--- src/rtl/vector_stable_filter_if.sv ---
// Vector filter bus: synchronized input word, glitch clear,
// and the filtered value with its status outputs.
interface vector_stable_filter_if #(
  parameter int pWIDTH     = 18,
  parameter int pCNT_WIDTH = 16
);
  logic [pWIDTH-1:0]     ivector;
  logic                  iclr_glitch;
  logic [pWIDTH-1:0]     ovector;
  logic                  ochange;
  logic                  ostable;
  logic [pCNT_WIDTH-1:0] oglitch_cnt;

  modport master (
    output ivector,
    output iclr_glitch,
    input  ovector,
    input  ochange,
    input  ostable,
    input  oglitch_cnt
  );

  modport slave (
    input  ivector,
    input  iclr_glitch,
    output ovector,
    output ochange,
    output ostable,
    output oglitch_cnt
  );
endinterface

--- src/rtl/vector_stable_filter.sv ---
// Accepts a synchronized word only after N identical samples,
// strobes on change and counts abandoned candidates.
module vector_stable_filter #(
  parameter int                pWIDTH       = 18,
  parameter int                pSTABLE_CNT  = 4,
  parameter logic [pWIDTH-1:0] pRESET_VALUE = '0,
  parameter int                pCNT_WIDTH   = 16
) (
  input  logic                   clock,
  input  logic                   rst,
  vector_stable_filter_if.slave  bus
);
  localparam int CW = $clog2(pSTABLE_CNT + 1);
  localparam logic [CW-1:0] FULL = CW'(pSTABLE_CNT);
  localparam logic [CW-1:0] LAST = CW'(pSTABLE_CNT - 1);

  if (pSTABLE_CNT < 2) begin : g_chk
    $error("pSTABLE_CNT must be >= 2");
  end

  logic [pWIDTH-1:0]     cand;
  logic [CW-1:0]         cnt;
  logic [pWIDTH-1:0]     ovec;
  logic                  chg;
  logic [pCNT_WIDTH-1:0] glitch;
  logic                  miss;
  logic                  sat;

  assign miss = (bus.ivector != cand);
  assign sat  = (cnt == FULL);

  always_ff @(posedge clock) begin
    if (rst) begin
      cand   <= pRESET_VALUE;
      cnt    <= FULL;
      ovec   <= pRESET_VALUE;
      chg    <= 1'b0;
      glitch <= '0;
    end else begin
      chg <= 1'b0;
      if (miss) begin
        cand <= bus.ivector;
        cnt  <= CW'(1);
      end else if (!sat) begin
        cnt <= cnt + CW'(1);
        if (cnt == LAST) begin
          ovec <= cand;
          chg  <= (cand != ovec);
        end
      end
      // a saturated candidate being replaced is a real change, not a glitch
      if (bus.iclr_glitch) begin
        glitch <= '0;
      end else if (miss && !sat && glitch != '1) begin
        glitch <= glitch + pCNT_WIDTH'(1);
      end
    end
  end

  assign bus.ovector     = ovec;
  assign bus.ochange     = chg;
  assign bus.ostable     = sat;
  assign bus.oglitch_cnt = glitch;
endmodule
--- src/flat_wrapper.sv ---
// flat-port wrapper written by rule: the top's interface ports become plain ports
module vector_stable_filter_flat 
#(
  parameter int                pWIDTH       = 18,
  parameter int                pSTABLE_CNT  = 4,
  parameter logic [pWIDTH-1:0] pRESET_VALUE = '0,
  parameter int                pCNT_WIDTH   = 16
)
  (clock, rst, bus_ivector, bus_iclr_glitch, bus_ovector, bus_ochange, bus_ostable, bus_oglitch_cnt);
  vector_stable_filter_if #(.pWIDTH(pWIDTH), .pCNT_WIDTH(pCNT_WIDTH)) bus_i ();
  input  logic clock;
  input  logic rst;
  input wire logic [$bits(bus_i.ivector)-1:0] bus_ivector;
  input wire logic [$bits(bus_i.iclr_glitch)-1:0] bus_iclr_glitch;
  output wire logic [$bits(bus_i.ovector)-1:0] bus_ovector;
  output wire logic [$bits(bus_i.ochange)-1:0] bus_ochange;
  output wire logic [$bits(bus_i.ostable)-1:0] bus_ostable;
  output wire logic [$bits(bus_i.oglitch_cnt)-1:0] bus_oglitch_cnt;
  assign bus_i.ivector = bus_ivector;
  assign bus_i.iclr_glitch = bus_iclr_glitch;
  assign bus_ovector = bus_i.ovector;
  assign bus_ochange = bus_i.ochange;
  assign bus_ostable = bus_i.ostable;
  assign bus_oglitch_cnt = bus_i.oglitch_cnt;
  vector_stable_filter #(.pWIDTH(pWIDTH), .pSTABLE_CNT(pSTABLE_CNT), .pRESET_VALUE(pRESET_VALUE), .pCNT_WIDTH(pCNT_WIDTH)) u_core (.clock(clock), .rst(rst), .bus(bus_i));
endmodule
--- config.mk ---
export PLATFORM = sky130hd
export DESIGN_NAME = vector_stable_filter_flat
export DESIGN_NICKNAME = d
export VERILOG_FILES = /design/src/rtl/vector_stable_filter_if.sv /design/src/rtl/vector_stable_filter.sv /design/src/flat_wrapper.sv
export SDC_FILE = /design/constraint.sdc
export NUM_CORES = 1
export LEC_CHECK = 0
export ABC_AREA = 0
export CAP_MARGIN = 20
export CORE_MARGIN = 2
export CORE_UTILIZATION = 45
export DETAILED_ROUTE_END_ITERATION = 8
export GPL_TIMING_DRIVEN = 1
export PLACE_DENSITY = 0.83
export SLEW_MARGIN = 20
export SYNTH_ARGS = -nofsm -noshare
export SYNTH_HDL_FRONTEND = slang
export SYNTH_SLANG_ARGS = --single-unit
--- constraint.sdc ---
create_clock -name clock -period 2.85 [get_ports clock]
set_input_delay 0.285 -clock clock [delete_from_list [all_inputs] [get_ports clock]]
set_output_delay 0.285 -clock clock [all_outputs]
set_load 0.01 [all_outputs]
==> results.yml, run 1 <==
outcome:
  outcome: "finished, final reports clean"
synthesis:
  syn_area_um2: 2610
  yosys.area_share.simple: 0.220
  ys_ff_latch: 56
  synth_warnings: 0
  avgSynthCellArea_um2: 9.52
  synth_compound_area_frac: 0.0902
  synthMuxAreaShare: 0.0806
  synth_xor_area_frac: 0.124
  ys_async_sr_fraction: 0
  yosysUniqueCellTypes: 40
  synth_seq_area_share: 0.430
  synth_fp_nets: 299
  syn_inst: 274
  synth_fa_ha_area_frac: 0.0192
  synth_enable_flop_cells: 0
  synth_top_family_by_area: "simple AND/OR/NAND/NOR gates"
  ys.flop_type: "dfxtp_1"
power:
  p_leak_uw: 0.00139
  powerDensity_nw_per_um2: 438
  vdd_ir_drop_max_mv: 0.291
  switching_share: 0.224
  p_sw_uw: 324
  pwr-share-comb: 0.083
  power_frac_seq: 0.562
  p_int_uw: 1130
  clockPowerShare: 0.355
setup_path:
  crit_path_start_kind: "register"
  cp-end-kind: "output pin"
  worstReg2RegStart: "u_core.bus.oglitch_cnt[0]"
  worstSetupPathType: "reg2out"
  critPathMaxFanout: 17
  cp.arrival_ns: 2.01
  startpoint: "u_core.cnt[0]"
  worstPathRequired_ns: 2.57
timing:
  setup_ws_ns: 0.559
  min_period_over_period: 0.804
  skew_ns: 0.00836
  period_needed_ns: 2.29
  setup_viol: 0
  tightest_slew_ns: 0.613
  slew_violations: 0
  tns_ns: 0
  rsz0062_at_grt: "false"
  slew-limit-headroom: 0.590
  finalHoldViolations: 0
  fmax_ghz: 0.436
floorplan:
  core_area_um2: 5540
  num_rows: 27
  die_w_um: 80.1
  ios: 57
  start_util: 0.471
  dieArea_um2: 6420
  die_h_um: 80.1
finish:
  num-nets-final: 350
  layout-drive-gt1-share: 0.0491
  fillers: 509
  n_antenna_cell: 0
  synthToLayoutAreaGrowth_pct: 27.0
cts:
  clkSlewWorstSetupHoldPaths_ns: 0.10
  cts_buffers: 5
  clk_latency_ns: 0.31
  ctsResizeCount: 0
  cts_tree: "built"
  post-cts-setup-buffers: 0
  hold_buffers: 0
  root_buffer: "clkbuf_8"
  cts_max_level: 2
  clockBufferDepth: 2
  clock-sinks: 56
run:
  maxCapViolCount: 0
grt:
  grt_max_degree: 42
  grt_usage: 0.187
  grt_pass1_vias: 2116
  grt_pass1_wl_mm: 9.58
  antenna_found_initial: 0
  grt_remaining_overflow: 0
hold_path:
  hold_class: "reg2reg"
  hold_start: "u_core.bus.oglitch_cnt[14]"
place:
  place_congestion: 0.808
  dp_slack_ns: 0.645
  hpwl_mm: 4.13
  io_buffers: 56
detailed_routing:
  drc: 0
  ant_nets: 0
  routedWlPerCell_um: 14.3
  totalWireLength_mm: 5.69
  drtIter0Drc: 127
  drtPass1Iterations: 4
  num_vias: 2124
  viasPerCell: 5.34
## cells in the final DEF, fill, tap and decap left out, types with 2 or more instances in the layout
| master | count |
|---|---|
| ha_1 | 4 |
| o31a_1 | 4 |
| nand3_1 | 5 |
| nor2_1 | 24 |
| a21o_1 | 2 |
| mux2i_1 | 21 |
| o21ai_0 | 2 |
| nand4_1 | 15 |
| nor3_1 | 3 |
| xnor2_1 | 21 |
| o31ai_1 | 4 |
| dfxtp_1 | 56 |
| clkbuf_8 | 5 |
| clkdlybuf4s50_1 | 56 |
| and3_1 | 4 |
| nor4_1 | 8 |
| xor2_1 | 16 |
| nand2_1 | 11 |
| a31oi_1 | 3 |
| buf_4 | 3 |
| or3_1 | 5 |
| o21a_1 | 4 |
| a41o_1 | 3 |
| or4_1 | 3 |
| nor2b_1 | 18 |
| a21oi_1 | 8 |
| inv_1 | 4 |
## power by group through the flow
stage / clock, uW / combinational [uW] / sequential [uW]
after CTS: 525 / 121 / 816
after detailed placement: 0 / 120 / 834
after global placement: 0 / 119 / 833
after global routing: 550 / 131 / 819
after floorplan: 0 / 69.7 / 831
final: 515 / 120 / 816
## kinds of logic after synthesis
group	Yosys count
mux	21
fa+ha+maj	4
buf+inv	20
simple gates	103
flops	56
xor+xnor	37
compound gates	33
## synth_stat cells, drive strengths merged, types with 3 or more instances
cell type  number  area, um2
nor3            4       25.0
a41o            3       30.0
xnor2          21        184
or4             3       22.5
a21oi           8       40.0
inv             5       18.8
and3            5       36.3
or3             5       31.3
nand3           5       25.0
nor4            9       62.6
nand2          11       41.3
mux2i          21        210
nor2           24       90.1
o21a            4       30.0
nor2b          18        113
a31oi           3       18.8
nand4          15       93.8
ha              4       50.1
o31a            4       35.0
buf             6       41.3
clkbuf          9       35.0
o31ai           4       30.0
xor2           16        140
dfxtp          56       1120
## sequential cells by signal, indices dropped and copies added (netlist names)
| signal | cells |
|---|---|
| u_core.bus.oglitch_cnt | 16 |
| u_core.bus.ochange | 1 |
| u_core.cnt | 3 |
| u_core.cand | 18 |
| u_core.bus.ovector | 18 |
## area by class of cell
class	count	area [um2]	share of cell area
inverter	5	18.8	0.00566
clock inverter	2	35.0	0.0106
tap	72	90.1	0.0272
timing repair buffer	59	583	0.176
sequential	56	1120	0.338
multi-input combinational	198	1390	0.420
clock buffer	6	72.6	0.0219
## per-stage QoR
stage          instance area [um2]  utilization  cells  hold WS [ns]  total power [uW]
2_1_floorplan                 2610            -    274         0.413               901
3_3_place_gp                  3210        0.579    390         0.476               952
3_5_place_dp                  3210        0.579    390         0.493               954
4_1_cts                       3310        0.598    398         0.507              1460
5_1_grt                       3310        0.598    398         0.527              1500
6_report                      3310        0.598    398         0.500              1450
## path summary, 6_finish.rpt
kind                                endpoint  slack [ns]  cells after the start
hold / removal    u_core.bus.oglitch_cnt[14]        0.50                      2
setup / recovery                 bus_ostable        0.56                      5
hold reg to reg   u_core.bus.oglitch_cnt[14]        0.50                      2
setup reg to reg  u_core.bus.oglitch_cnt[15]        0.89                      6
## critical path, stage by stage (launching register included)
cell and delay [ns]:
dfxtp_1 0.32, inv_1 0.08, ha_1 0.15, nand2_1 0.34, inv_2 0.25, clkdlybuf4s50_1 0.56
## metal layers
metal | vias to the layer above | global-route usage | share of wire
met1 | 996 | 0.229 | 0.46
met5 | - | 0 | 0
met3 | 7 | 0.0438 | 0.050
met2 | 53 | 0.318 | 0.48
met4 | 0 | 0.0661 | 0.015
li1 | 1068 | - | -
Note: power is estimated with default switching activity, not from simulation.
==> run 2, diff against run 1 <==
==> constraint.sdc (replaced) <==
create_clock -name clock -period 2.16 [get_ports clock]
set_input_delay 0.216 -clock clock [delete_from_list [all_inputs] [get_ports clock]]
set_output_delay 0.216 -clock clock [all_outputs]
set_load 0.01 [all_outputs]
==> run 2 against run 1 <==
  * Worst setup slack lost 0.45 ns
  * Register-to-register slack got worse by 0.67 ns
  * First-iteration DRC count increased by 3.9%
  * Cell area up 2.1%
  * Non-clock buffer count rose by 5
  * Sequential share of layout area shrank 0.70 points
  * Global-route usage is 0.11 points lower
  * Via count grew 2.5%
  * Final cell count grew 1.3%
  * Critical path type unchanged
  * Highest routed layer unchanged
==> results.yml, run 2 (synthesized netlist as in run 1, its figures left out) <==
finish:
  num-nets-final: 355
  n_antenna_cell: 0
  layout-drive-gt1-share: 0.0665
  synthToLayoutAreaGrowth_pct: 29.7
  utilization: 0.611
  layout_common_cells: "clkdlybuf4s50_1, dfxtp_1, nor2_1, xnor2_1, mux2i_1"
  fin_area_um2: 3380
setup_path:
  critPathMaxFanout: 9
  cp-end-kind: "output pin"
  worstSetupPathType: "reg2out"
  slowest_delay_ns: 0.55
  crit_path_start_kind: "register"
  critPathBufInv: 3
  r2r_setup_slack_ns: 0.22
  cp.arrival_ns: 1.83
  r2r_cells: 6
  worstReg2RegStart: "u_core.bus.oglitch_cnt[0]"
  path_cells: "inv_1 > ha_1 > nand2_1 > inv_2 > clkdlybuf4s50_1"
  crit_slowest_cell: "clkdlybuf4s50_1"
  crit_family: "buffers and inverters"
  regToRegEndpoint: "u_core.bus.oglitch_cnt[6]"
  worstPathRequired_ns: 1.94
grt:
  met3_usage: 0.0539
  grt_pass1_wl_mm: 9.36
  gr-max-usage-layer: "met2"
  grt_max_degree: 41
  use_met2: 0.308
  grt_remaining_overflow: 0
  antenna_found_initial: 0
  grt_pass1_vias: 2107
  grt_util_met1: 0.221
  grt_usage: 0.186
hold_path:
  hold_start: "bus_ivector[1]"
  hold_path_end: "u_core.cand[1]"
  hold_path_depth: 2
  hold_class: "in2reg"
place:
  place_congestion: 0.820
  io_buffers: 56
  dpl_cell_area_um2: 3270
  hpwl_mm: 4.23
  dp_slack_ns: 0.0338
floorplan:
  ios: 57
  die_w_um: 80.1
  start_util: 0.471
  die_h_um: 80.1
  dieArea_um2: 6420
  core_area_um2: 5540
  num_rows: 27
outcome:
  outcome: "finished, final reports clean"
timing:
  slew_violations: 0
  setup_viol: 0
  min_period_over_period: 0.948
  period_needed_ns: 2.05
  tns_ns: 0
  fmax_ghz: 0.489
  setup_ws_ns: 0.113
  skew_ns: 0.00933
  slew-limit-headroom: 0.728
  tightest_slew_ns: 0.404
  finalHoldViolations: 0
  rsz0062_at_grt: "false"
detailed_routing:
  drc: 0
  totalWireLength_mm: 5.68
  drtIter0Drc: 132
  num_vias: 2177
  viasPerCell: 5.40
  drtPass1Iterations: 4
  routedWlPerCell_um: 14.1
  ant_nets: 0
power:
  clockPowerShare: 0.360
  p_leak_uw: 0.00143
  pwr-share-comb: 0.084
  switching_share: 0.228
  vdd_ir_drop_max_mv: 0.435
  power_frac_seq: 0.556
  p_int_uw: 1490
  p_sw_uw: 440
  powerDensity_nw_per_um2: 572
cts:
  cts_buffers: 5
  cts_tree: "built"
  clock-sinks: 56
  clkSlewWorstSetupHoldPaths_ns: 0.10
  ctsResizeCount: 0
  root_buffer: "clkbuf_8"
  hold_buffers: 0
  post-cts-setup-buffers: 0
  cts_max_level: 2
  clockBufferDepth: 2
  clk_latency_ns: 0.31
run:
  maxCapViolCount: 0
## run 2: cell types whose count changed in the layout (fill, tap and decap cells not counted)
cell	change
clkinv_2	-1
buf_12	+2
buf_4	+3
clkbuf_1	-1
inv_6	+1
clkinvlp_4	+1
## run 2: area by class of cell
class                   instances  area [um2]
clock buffers                   5        68.8
clock inverters                 3        46.3
fillers                       484        2160
inverters                       5        18.8
multi-input cells             198        1390
flip-flops and latches         56        1120
well taps                      72        90.1
repair buffers                 64         646
## run 2: power by group through the flow
stage	Clock (uW)	Sequential [uW]	Combinational [uW]
detailed placement	0	1100	163
finish	695	1080	163
global placement	0	1100	160
global route	757	1080	179
CTS	707	1080	164
floorplan	0	1100	92.0
## run 2: worst max-delay path by stage
stage                                    startpoint                         end  slack [ns]  depth (start not counted)
after floorplan           u_core.bus.oglitch_cnt[0]  u_core.bus.oglitch_cnt[10]        0.13                          9
after global placement              bus_ivector[10]   u_core.bus.oglitch_cnt[3]        0.11                          8
after detailed placement            bus_ivector[15]   u_core.bus.oglitch_cnt[7]        0.03                          9
after CTS                             u_core.cnt[0]                 bus_ostable         0.1                          5
after global routing                  u_core.cnt[0]                 bus_ostable        0.02                          5
final                                 u_core.cnt[0]                 bus_ostable        0.11                          5
## run 2: per-stage QoR
| step | hold slack [ns] | power, uW | instances |
|---|---|---|---|
| 2_1_floorplan | 0.344 | 1190 | 274 |
| 3_3_place_gp | 0.479 | 1260 | 395 |
| 3_5_place_dp | 0.495 | 1260 | 395 |
| 4_1_cts | 0.500 | 1950 | 403 |
| 5_1_grt | 0.501 | 2020 | 403 |
| 6_report | 0.508 | 1930 | 403 |
## run 2: metal layers
metal | vias up | part of all wire
met1 | 1024 | 0.43
met5 | - | 0
met2 | 63 | 0.48
li1 | 1079 | -
met3 | 11 | 0.063
met4 | 0 | 0.022
==> run 3, diff against run 2 <==
==> constraint.sdc (replaced) <==
create_clock -name clock -period 2.16 [get_ports clock]
set_input_delay 0.216 -clock clock [delete_from_list [all_inputs] [get_ports clock]]
set_output_delay 0.216 -clock clock [all_outputs]
set_load 0.005 [all_outputs]
==> run 3 against run 2 <==
  * Via count fell by 0.14%
  * Non-clock buffer count fell by 1
  * Critical path depth did not move
  * Highest routed layer unchanged
  * Largest cell class unchanged
  * Die area did not move
  * Final cell count fell by 0.25%
  * Register-to-register slack improved by 0.05 ns
  * Combinational power barely moved
  * Largest power group unchanged
  * Sequential share of layout area rose by 0.28 points
  * Wire length fell by 1.6%
==> results.yml, run 3 (synthesized netlist as in run 1, its figures left out) <==
outcome:
  outcome: "finished, final reports clean"
timing:
  period_needed_ns: 1.96
  slew_violations: 0
  slew-limit-headroom: 0.736
  min_period_over_period: 0.908
  rsz0062_at_grt: "false"
  holdWs_ns: 0.494
  skew_ns: 0.0150
  tightest_slew_ns: 0.396
  finalHoldViolations: 0
  tns_ns: 0
  fmax_ghz: 0.510
  setup_viol: 0
cts:
  cts_tree: "built"
  root_buffer: "clkbuf_8"
  clockBufferDepth: 2
  ctsResizeCount: 0
  cts_max_level: 2
  post-cts-setup-buffers: 0
  cts_buffers: 5
  hold_buffers: 0
  clkSlewWorstSetupHoldPaths_ns: 0.10
  clk_latency_ns: 0.31
  clock-sinks: 56
setup_path:
  cp.arrival_ns: 1.74
  critPathMaxFanout: 8
  startpoint: "u_core.cnt[0]"
  slowest_delay_ns: 0.52
  r2r_cells: 6
  worstSetupPathType: "reg2out"
  path_cells: "inv_1 > ha_1 > nand2_1 > inv_2 > clkdlybuf4s50_1"
  crit_family: "buffers and inverters"
  crit_slowest_cell: "clkdlybuf4s50_1"
  worstPathRequired_ns: 1.94
  critPathBufInv: 3
  cp-end-kind: "output pin"
  r2r_setup_slack_ns: 0.27
  regToRegEndpoint: "u_core.bus.oglitch_cnt[6]"
  crit_path_start_kind: "register"
  worstReg2RegStart: "u_core.bus.oglitch_cnt[0]"
place:
  place_congestion: 0.749
  placed_cells: 394
  io_buffers: 56
  hpwl_mm: 4.17
grt:
  grt_pass1_wl_mm: 9.18
  grt_remaining_overflow: 0
  grt_max_degree: 41
  grt_usage: 0.181
  grt_pass1_vias: 1999
  antenna_found_initial: 0
finish:
  n_antenna_cell: 0
  finalNonFillerCells: 402
  layout_common_cells: "clkdlybuf4s50_1, dfxtp_1, nor2_1, xnor2_1, mux2i_1"
  fillers: 479
  synthToLayoutAreaGrowth_pct: 28.6
  num-nets-final: 354
  layout-drive-gt1-share: 0.0606
power:
  p_sw_uw: 419
  pwr-share-comb: 0.090
  power_frac_seq: 0.590
  clockPowerShare: 0.321
  switching_share: 0.230
  p_int_uw: 1410
  p_leak_uw: 0.00141
  vdd_ir_drop_max_mv: 0.416
  powerDensity_nw_per_um2: 544
detailed_routing:
  drc: 0
  totalWireLength_mm: 5.59
  num_vias: 2174
  viasPerCell: 5.41
  routedWlPerCell_um: 13.9
  drtIter0Drc: 131
  drtPass1Iterations: 4
  ant_nets: 0
floorplan:
  die_h_um: 80.1
  ios: 57
  die_w_um: 80.1
  num_rows: 27
  dieArea_um2: 6420
  core_area_um2: 5540
  start_util: 0.471
run:
  maxCapViolCount: 0
hold_path:
  hold_class: "reg2reg"
  hold_path_depth: 2
  hold_start: "u_core.bus.oglitch_cnt[14]"
  hold_path_end: "u_core.bus.oglitch_cnt[14]"
-- run 3: worst min-delay path: stages, from the launching register on --
cell and delay, ns:
dfxtp_1 0.34, nand2_1 0.06, mux2i_1 0.05
-- run 3: worst max path at each step --
stage,slack (ns),depth (start not counted),end
2_1_floorplan,0.16,9,u_core.bus.oglitch_cnt[10]
3_3_place_gp,0.13,8,u_core.bus.oglitch_cnt[6]
3_5_place_dp,0.07,8,u_core.bus.ovector[16]
4_1_cts,0.20,5,bus_ostable
5_1_grt,0.09,5,bus_ostable
6_report,0.20,5,bus_ostable
-- run 3: area by class of cell --
cell class | count | area (um2) | area share
clock inverters | 1 | 7.51 | 0.00224
flip-flops and latches | 56 | 1120 | 0.334
repair buffers | 63 | 638 | 0.190
inverters | 5 | 18.8 | 0.00559
clock buffers | 7 | 86.3 | 0.0257
multi-input cells | 198 | 1390 | 0.415
well taps | 72 | 90.1 | 0.0269
-- run 3: power groups by stage --
stage	registers (uW)	logic, uW	clock network (uW)
floorplan	1100	91.6	0
global placement	1100	159	0
detailed placement	1100	164	0
CTS	1080	165	594
global route	1080	178	642
finish	1080	163	585
-- run 3: metal layers --
layer | global-route usage | share of wire | vias up
met1 | 0.228 | 0.44 | 1039
met2 | 0.304 | 0.49 | 49
met3 | 0.0506 | 0.060 | 6
met5 | 0 | 0 | -
met4 | 0.0458 | 0.0098 | 0
li1 | - | - | 1080
-- run 3: stage by stage --
stage / worst slack, ns / total power (uW) / instance area [um2] / utilization
after floorplan: 0.158 / 1190 / 2610 / -
after global placement: 0.125 / 1260 / 3260 / 0.589
after detailed placement: 0.0671 / 1260 / 3260 / 0.589
after CTS: 0.199 / 1840 / 3350 / 0.605
after global routing: 0.0913 / 1900 / 3350 / 0.605
final: 0.199 / 1820 / 3350 / 0.605
